--- src/rtl/piso_serializer_n.sv ---
// piso_serializer_n: multi-lane parallel-to-serial framer with idle fill (optional parity via SER_PARITY_EN)
module piso_serializer_n #(
  parameter int DATA_W    = 8,
  parameter int LANES     = 1,
  parameter int IDLE_WORD = 8'hBC,
  parameter int MSB_FIRST = 1
) (
  input  logic                    clk,
  input  logic                    reset,
  input  logic [LANES*DATA_W-1:0] in_data,
  input  logic                    in_valid,
  output logic                    in_ready,
  output logic [LANES-1:0]        ser_out,
  output logic                    frame_start,
  output logic                    frame_is_data,
  output logic [15:0]             idle_count
);
`ifdef SER_PARITY_EN
  localparam int FL = DATA_W + 1;
`else
  localparam int FL = DATA_W;
`endif
  localparam int CW = $clog2(FL);
  localparam logic [DATA_W-1:0] IDLE_W = DATA_W'(IDLE_WORD);
  typedef enum logic {RESET_Z, STREAM} state_t;
  state_t state, state_nx;
  logic [CW-1:0] cnt;
  logic [DATA_W-1:0] wd [LANES];
  logic [DATA_W-1:0] od [LANES];
  logic [FL-1:0] fr [LANES];
  logic [FL-1:0] sh [LANES];
  // state register: RESET_Z holds for the single cycle after reset
  always_ff @(posedge clk)
    state <= reset ? RESET_Z : state_nx;
  // next state and handshake; a frame boundary is the only time a word can be taken
  always_comb begin
    state_nx = STREAM;
    in_ready = !reset && (state == RESET_Z || cnt == '0);
  end
  // build each lane's frame in transmit order, first bit at the top
  always_comb begin
    for (int l = 0; l < LANES; l++) begin
      wd[l] = in_valid ? in_data[l*DATA_W +: DATA_W] : IDLE_W;
      for (int b = 0; b < DATA_W; b++)
        od[l][b] = (MSB_FIRST != 0) ? wd[l][b] : wd[l][DATA_W-1-b];
`ifdef SER_PARITY_EN
      fr[l] = {od[l], ^wd[l]};
`else
      fr[l] = od[l];
`endif
    end
  end
  // load a full frame at each boundary, shift out one bit per cycle otherwise
  always_ff @(posedge clk) begin
    if (reset) begin
      cnt           <= '0;
      ser_out       <= '0;
      frame_start   <= 1'b0;
      frame_is_data <= 1'b0;
      idle_count    <= '0;
      for (int l = 0; l < LANES; l++) sh[l] <= '0;
    end else if (in_ready) begin
      cnt           <= CW'(FL - 1);
      frame_start   <= 1'b1;
      frame_is_data <= in_valid;
      if (!in_valid && idle_count != 16'hFFFF) idle_count <= idle_count + 16'd1;
      for (int l = 0; l < LANES; l++) begin
        ser_out[l] <= fr[l][FL-1];
        sh[l]      <= fr[l] << 1;
      end
    end else begin
      cnt         <= cnt - 1'b1;
      frame_start <= 1'b0;
      for (int l = 0; l < LANES; l++) begin
        ser_out[l] <= sh[l][FL-1];
        sh[l]      <= sh[l] << 1;
      end
    end
  end
endmodule

--- config.mk ---
export PLATFORM = sky130hd
export DESIGN_NAME = piso_serializer_n
export DESIGN_NICKNAME = d
export VERILOG_FILES = /design/src/rtl/piso_serializer_n.sv
export SDC_FILE = /design/constraint.sdc
export NUM_CORES = 1
export LEC_CHECK = 0
export ABC_AREA = 1
export ABC_CLOCK_PERIOD_IN_PS = 1500
export BUFFER_PORTS_ARGS = -buffer_cell sky130_fd_sc_hd__buf_2
export CAP_MARGIN = 15
export CORE_MARGIN = 4
export CORE_UTILIZATION = 49
export DETAILED_ROUTE_END_ITERATION = 7
export HOLD_SLACK_MARGIN = 0.06
export PLACE_DENSITY = 0.75
export SETUP_SLACK_MARGIN = 0.3
export SYNTH_ARGS = -nofsm -noshare
export SYNTH_HDL_FRONTEND = slang
export SYNTH_SLANG_ARGS = --single-unit
--- constraint.sdc ---
create_clock -name clk -period 1.5 [get_ports clk]
set_clock_uncertainty 0.2 [all_clocks]
set_input_delay 0.225 -clock clk [delete_from_list [all_inputs] [get_ports clk]]
set_output_delay 0.225 -clock clk [all_outputs]
set_load 0.03 [all_outputs]
# Word-level counts from Yosys, hierarchy flattened
# Memories as Yosys holds them, arrays and structs flattened.
# Index checks and enable logic that the tools add are counted.
dict set report classes {
  addsub 2
  n_eq_ne 1
  n_mux 16
  bitwise 1
  n_reduce_logical 9
}
# cell n
set ops {}
lappend ops {{16-bit by 1-bit adder with 16-bit output, second input constant} 1}
lappend ops {{16-bit != test, second input constant} 1}
lappend ops {{7-bit 2-to-1 mux} 2}
lappend ops {{7-bit OR reduction} 2}
lappend ops {{1-bit 2-to-1 mux} 12}
lappend ops {{8-bit 2-to-1 mux} 1}
lappend ops {{3-bit zero test} 1}
lappend ops {{3-bit 2-to-1 mux} 1}
lappend ops {{3-bit by 1-bit subtractor with 3-bit output, second input constant} 1}
lappend ops {{1-bit logical AND} 2}
lappend ops {{1-bit zero test} 2}
lappend ops {{2-bit AND reduction} 1}
lappend ops {{1-bit logical OR} 1}
lappend ops {{1-bit inverter} 1}
dict set report word_totals {
  register_bits 23
  mem_bits_rw 7
  in_bits 11
  output_inout_bits 20
  wordCells 36
  memories 1
}
# name depth word_bits rd rd_clocked_by_memory_dff write_ports line_no
set memory_table {}
lappend memory_table {sh 1 7 1 0 1 31} ;# logic [FL-1:0] sh [LANES];

# Logic depth before layout (Yosys ltp)
dict set report depth {
  word_depth 9
  mapped_depth 11
  mapped_depth_nobuf 11
}

# Worst setup path before layout
# No wires, ideal clock.
dict set report synth_timing {
  path_kind {register to register}
  startpoint {register idle_count[0]}
  endpoint {register idle_count[12]}
  setup_time_ns 0.116
  t_arrival_ns 1.583
  required_ns 1.184
  slack_ns -0.399
  stages_incl_launch_ff 10
  path_buffers 1
  synth_period_minus_slack_ns 1.899
  path_cell_list {dfxtp_1 ha_1 nand2_2 nor2_4 nand2_4 nor2_4 nor2_4 buf_6 a21oi_1 nor2_1}
}
dict set report synth_between {
  elab_chain_cells 3
  word_cells_on_any_way 4
  cone_classes {add/sub: 1; eq/ne: 1; reduce/logical: 2}
}
# item line_no
set synth_rtl {}
lappend synth_rtl {{start: declaration} 16} ;# output logic [15:0] idle_count
lappend synth_rtl {{start signal: assignment} 66} ;# if (!in_valid && idle_count != 16'hFFFF) idle_count <= idle_count + 16'd1;
lappend synth_rtl {{branches (longest 3 deep; another with 16-bit by 1-bit adder with 16-bit output)} --}
# Several ways; the timed one is not identified.
# A chain may end at the register's enable or synchronous reset.

# Final worst setup path
dict set report layout_timing {
  startpoint {register cnt[0]}
  endpoint {register idle_count[8]}
}
dict set report layout_between {
  elab_chain_cells 4
}
# item line_no
set layout_rtl {}
lappend layout_rtl {{start: declaration} 27} ;# logic [CW-1:0] cnt;
lappend layout_rtl {{start signal: assignment} 63} ;# cnt <= CW'(FL - 1);
lappend layout_rtl {{start signal: assignment} 72} ;# cnt <= cnt - 1'b1;
lappend layout_rtl {{3-bit zero test} 38} ;# in_ready = !reset && (state == RESET_Z || cnt == '0);
lappend layout_rtl {{1-bit logical OR} 38}
lappend layout_rtl {{1-bit logical AND} 38}
lappend layout_rtl {{2-bit AND reduction (no line)} --}
# No other way between the ends.

==> metrics <==
library cells used by synthesis=25; GRT Total Usage=0.250; Place WS=-0.236 ns; mapped cell area=between 0.0015 and 0.002 sq mm; die width=64.6 microns; Clock Sinks=30; Highest Clock Rate=~530 MHz; CTS tree=done; crit start category=register; Final ANT Viol Nets=0; kind of critical path=register to register; CP arrival=1.98 ns; first-pass GRT wire length=7890 microns; vias in the first global route=roughly 1,700; CTS buffer count=5; sequential element share of the synthesized area=0.427; first-pass iteration count of the detailed router=5; Residual DRC=0; initial drt markers=237; Pwr Density=672 mW/mm^2; Pleak=1.24 nW; CP delay by family, top=simple AND/OR/NAND/NOR gates; nature of the critical path endpoint=register; Final Cycle Share=1.26; gpl congestion=0.793; yosys warns=0; Die Height=64.6 microns; initial antenna violation count=0; worst vdd ir=0.642 mV; detailed placement HPWL=~2700 microns; IO Count=31; reg2reg setup slack=-0.39 ns; Clock transition at path regs=0.11 ns; DRT Wirelength=5680 microns; core area=roughly 0.003 sq mm; Critical Path Fanout Max=6; Final Hold Vio Count=0; CTS root buf=clkbuf_4; Hold Crit Class=input port to register; Clk Latency, worst-skew pair=between 0.3 and 0.4 ns; Max clock buf depth=2; Crit-path slowest cell=dfxtp_2; fin crit period=between 1.5 and 2 ns; TNS Setup=-8.38 ns; WP data required=roughly 1.6 ns; synthesized area per cell=7.20 sq um; Initial Utilization=0.514; final setup fails=30; vias=1,846; Port Buffers=30; num rows=20; CP cell instances=inv_2 > ha_4 > ha_4 > inv_4 > buf_4 > nand2_4 > nand2_8 > buf_6 > nor2_4 > nand3_2 > nand2_2 > inv_2 > nor2_1; Syn Inst Count=approximately 220; total gr overflow=0; area grow syn2layout=71.3%; setup ws final=-0.393 ns; Nets=324; Routed WL per cell=between 15 and 20 microns; max incr delay on CP=0.33 ns; CP bufs+invs=5; full die area=0.00417 sq mm; total of max-cap violations=0; register area=roughly 710 sq um; Yosys reg bits=30; # fillers=151; H-Tree Depth=2; Max Slew Vio Count=0; fin util=0.880; layout cells sized above 1=0.482; RSZ-0062 raised after global routing=true; multi-input logic area=953 sq um; largest net degree at the start of global routing=17; Via density=5.20; failing checks=negative setup slack; # diodes=0; outcome=finished with violations
logic make-up after synthesis:
family / synth area share
other cells: 0.00239
compound gates: 0.0766
buf+inv: 0.115
xor+xnor: 0.0112
flops: 0.427
fa+ha+maj: 0.0239
simple gates: 0.344
tightest hold or removal path: stages:
cell and delay, ns:
buf_2 0.08, o21ai_0 0.07, o21ai_1 0.12
layout make-up:
cell class / instances / area share
clock buffer: 8 / 0.0182
inverter: 39 / 0.0563
multi-input combinational: 151 / 0.355
sequential: 30 / 0.264
tap: 44 / 0.0205
timing repair buffer: 83 / 0.286
sequential cells by signal, indices dropped and copies added, names as in the netlist:
name	flops
frame_start	1
cnt	3
ser_out	1
idle_count	16
frame_is_data	1
state	1
sh	7
power by group:
part | internal, mW | switching, mW
registers | 0.869 | 0.0253
logic | 0.204 | 0.230
clock network | 0.186 | 0.293
total | 1.26 | 0.548
layout by cell type (no fill, tap or decap), drive strengths merged:
| master | n |
|---|---|
| o21ai | 12 |
| clkinv | 1 |
| clkbuf | 8 |
| ha | 3 |
| nor3 | 3 |
| dlygate4sd3 | 8 |
| nor2 | 37 |
| dfxtp | 23 |
| conb | 7 |
| a21oi | 8 |
| xor2 | 1 |
| nand2 | 50 |
| inv | 38 |
| nand3 | 27 |
| edfxtp | 7 |
| o221ai | 1 |
| nand3b | 1 |
| buf | 75 |
| xnor2 | 1 |
path summary, 6_finish.rpt:
kind	startpoint	endpoint	cells after the start
max	cnt[0]$_SDFF_PP0_	idle_count[8]$_SDFFE_PP0P_	13
min	in_data[3]	sh[0][3]$_DFFE_PP_	3
max reg2reg	cnt[0]$_SDFF_PP0_	idle_count[8]$_SDFFE_PP0P_	13
min reg2reg	sh[0][6]$_DFFE_PP_	ser_out$_SDFF_PP0_	2
metrics by stage:
step	area [sq um]	hold WS (ns)	power, mW	cells
2_1_floorplan	1670	0.175	1.08	224
3_3_place_gp	2040	0.238	1.16	321
3_5_place_dp	2040	0.245	1.17	321
4_1_cts	2560	0.00906	1.72	349
5_1_grt	2690	0.120	1.86	355
6_report	2690	0.0814	1.81	355
repair_timing:
action | in CTS | in global routing
buffers inserted | 13 | 5
endpoints found under the hold margin | 9 | 1
pin swaps | 13 | 11
hold buffers | 7 | 1
setup endpoints to repair | 49 | 49
gates resized for setup | 90 | 26
layer usage:
layer | up-vias | GRT usage | share of wire
met3 | 31 | 0.0485 | 0.059
met5 | - | 0 | 0
li1 | 857 | - | -
met2 | 103 | 0.438 | 0.50
met4 | 0 | 0.113 | 0.042
met1 | 855 | 0.293 | 0.39
cell usage after synthesis:
master,n,area (sq um)
buf_6,2,22.5
nor2_4,3,33.8
clkbuf_1,1,3.75
nand3_2,2,20.0
edfxtp_1,7,210
a21oi_1,5,25.0
o21ai_0,12,60.1
nand3_1,25,125
dfxtp_1,23,460
nand2_1,46,173
xor2_1,1,8.76
nand2_4,1,11.3
nand2_2,3,18.8
clkinv_1,1,3.75
o221ai_1,1,8.76
inv_1,38,143
conb_1,1,3.75
buf_4,1,7.51
ha_1,3,37.5
nor2_2,3,18.8
nor3_1,3,15.0
nor2_1,31,116
nand3b_1,1,7.51
a21oi_2,3,26.3
xnor2_1,1,8.76
No activity file was read; power rests on OpenSTA's default activity.
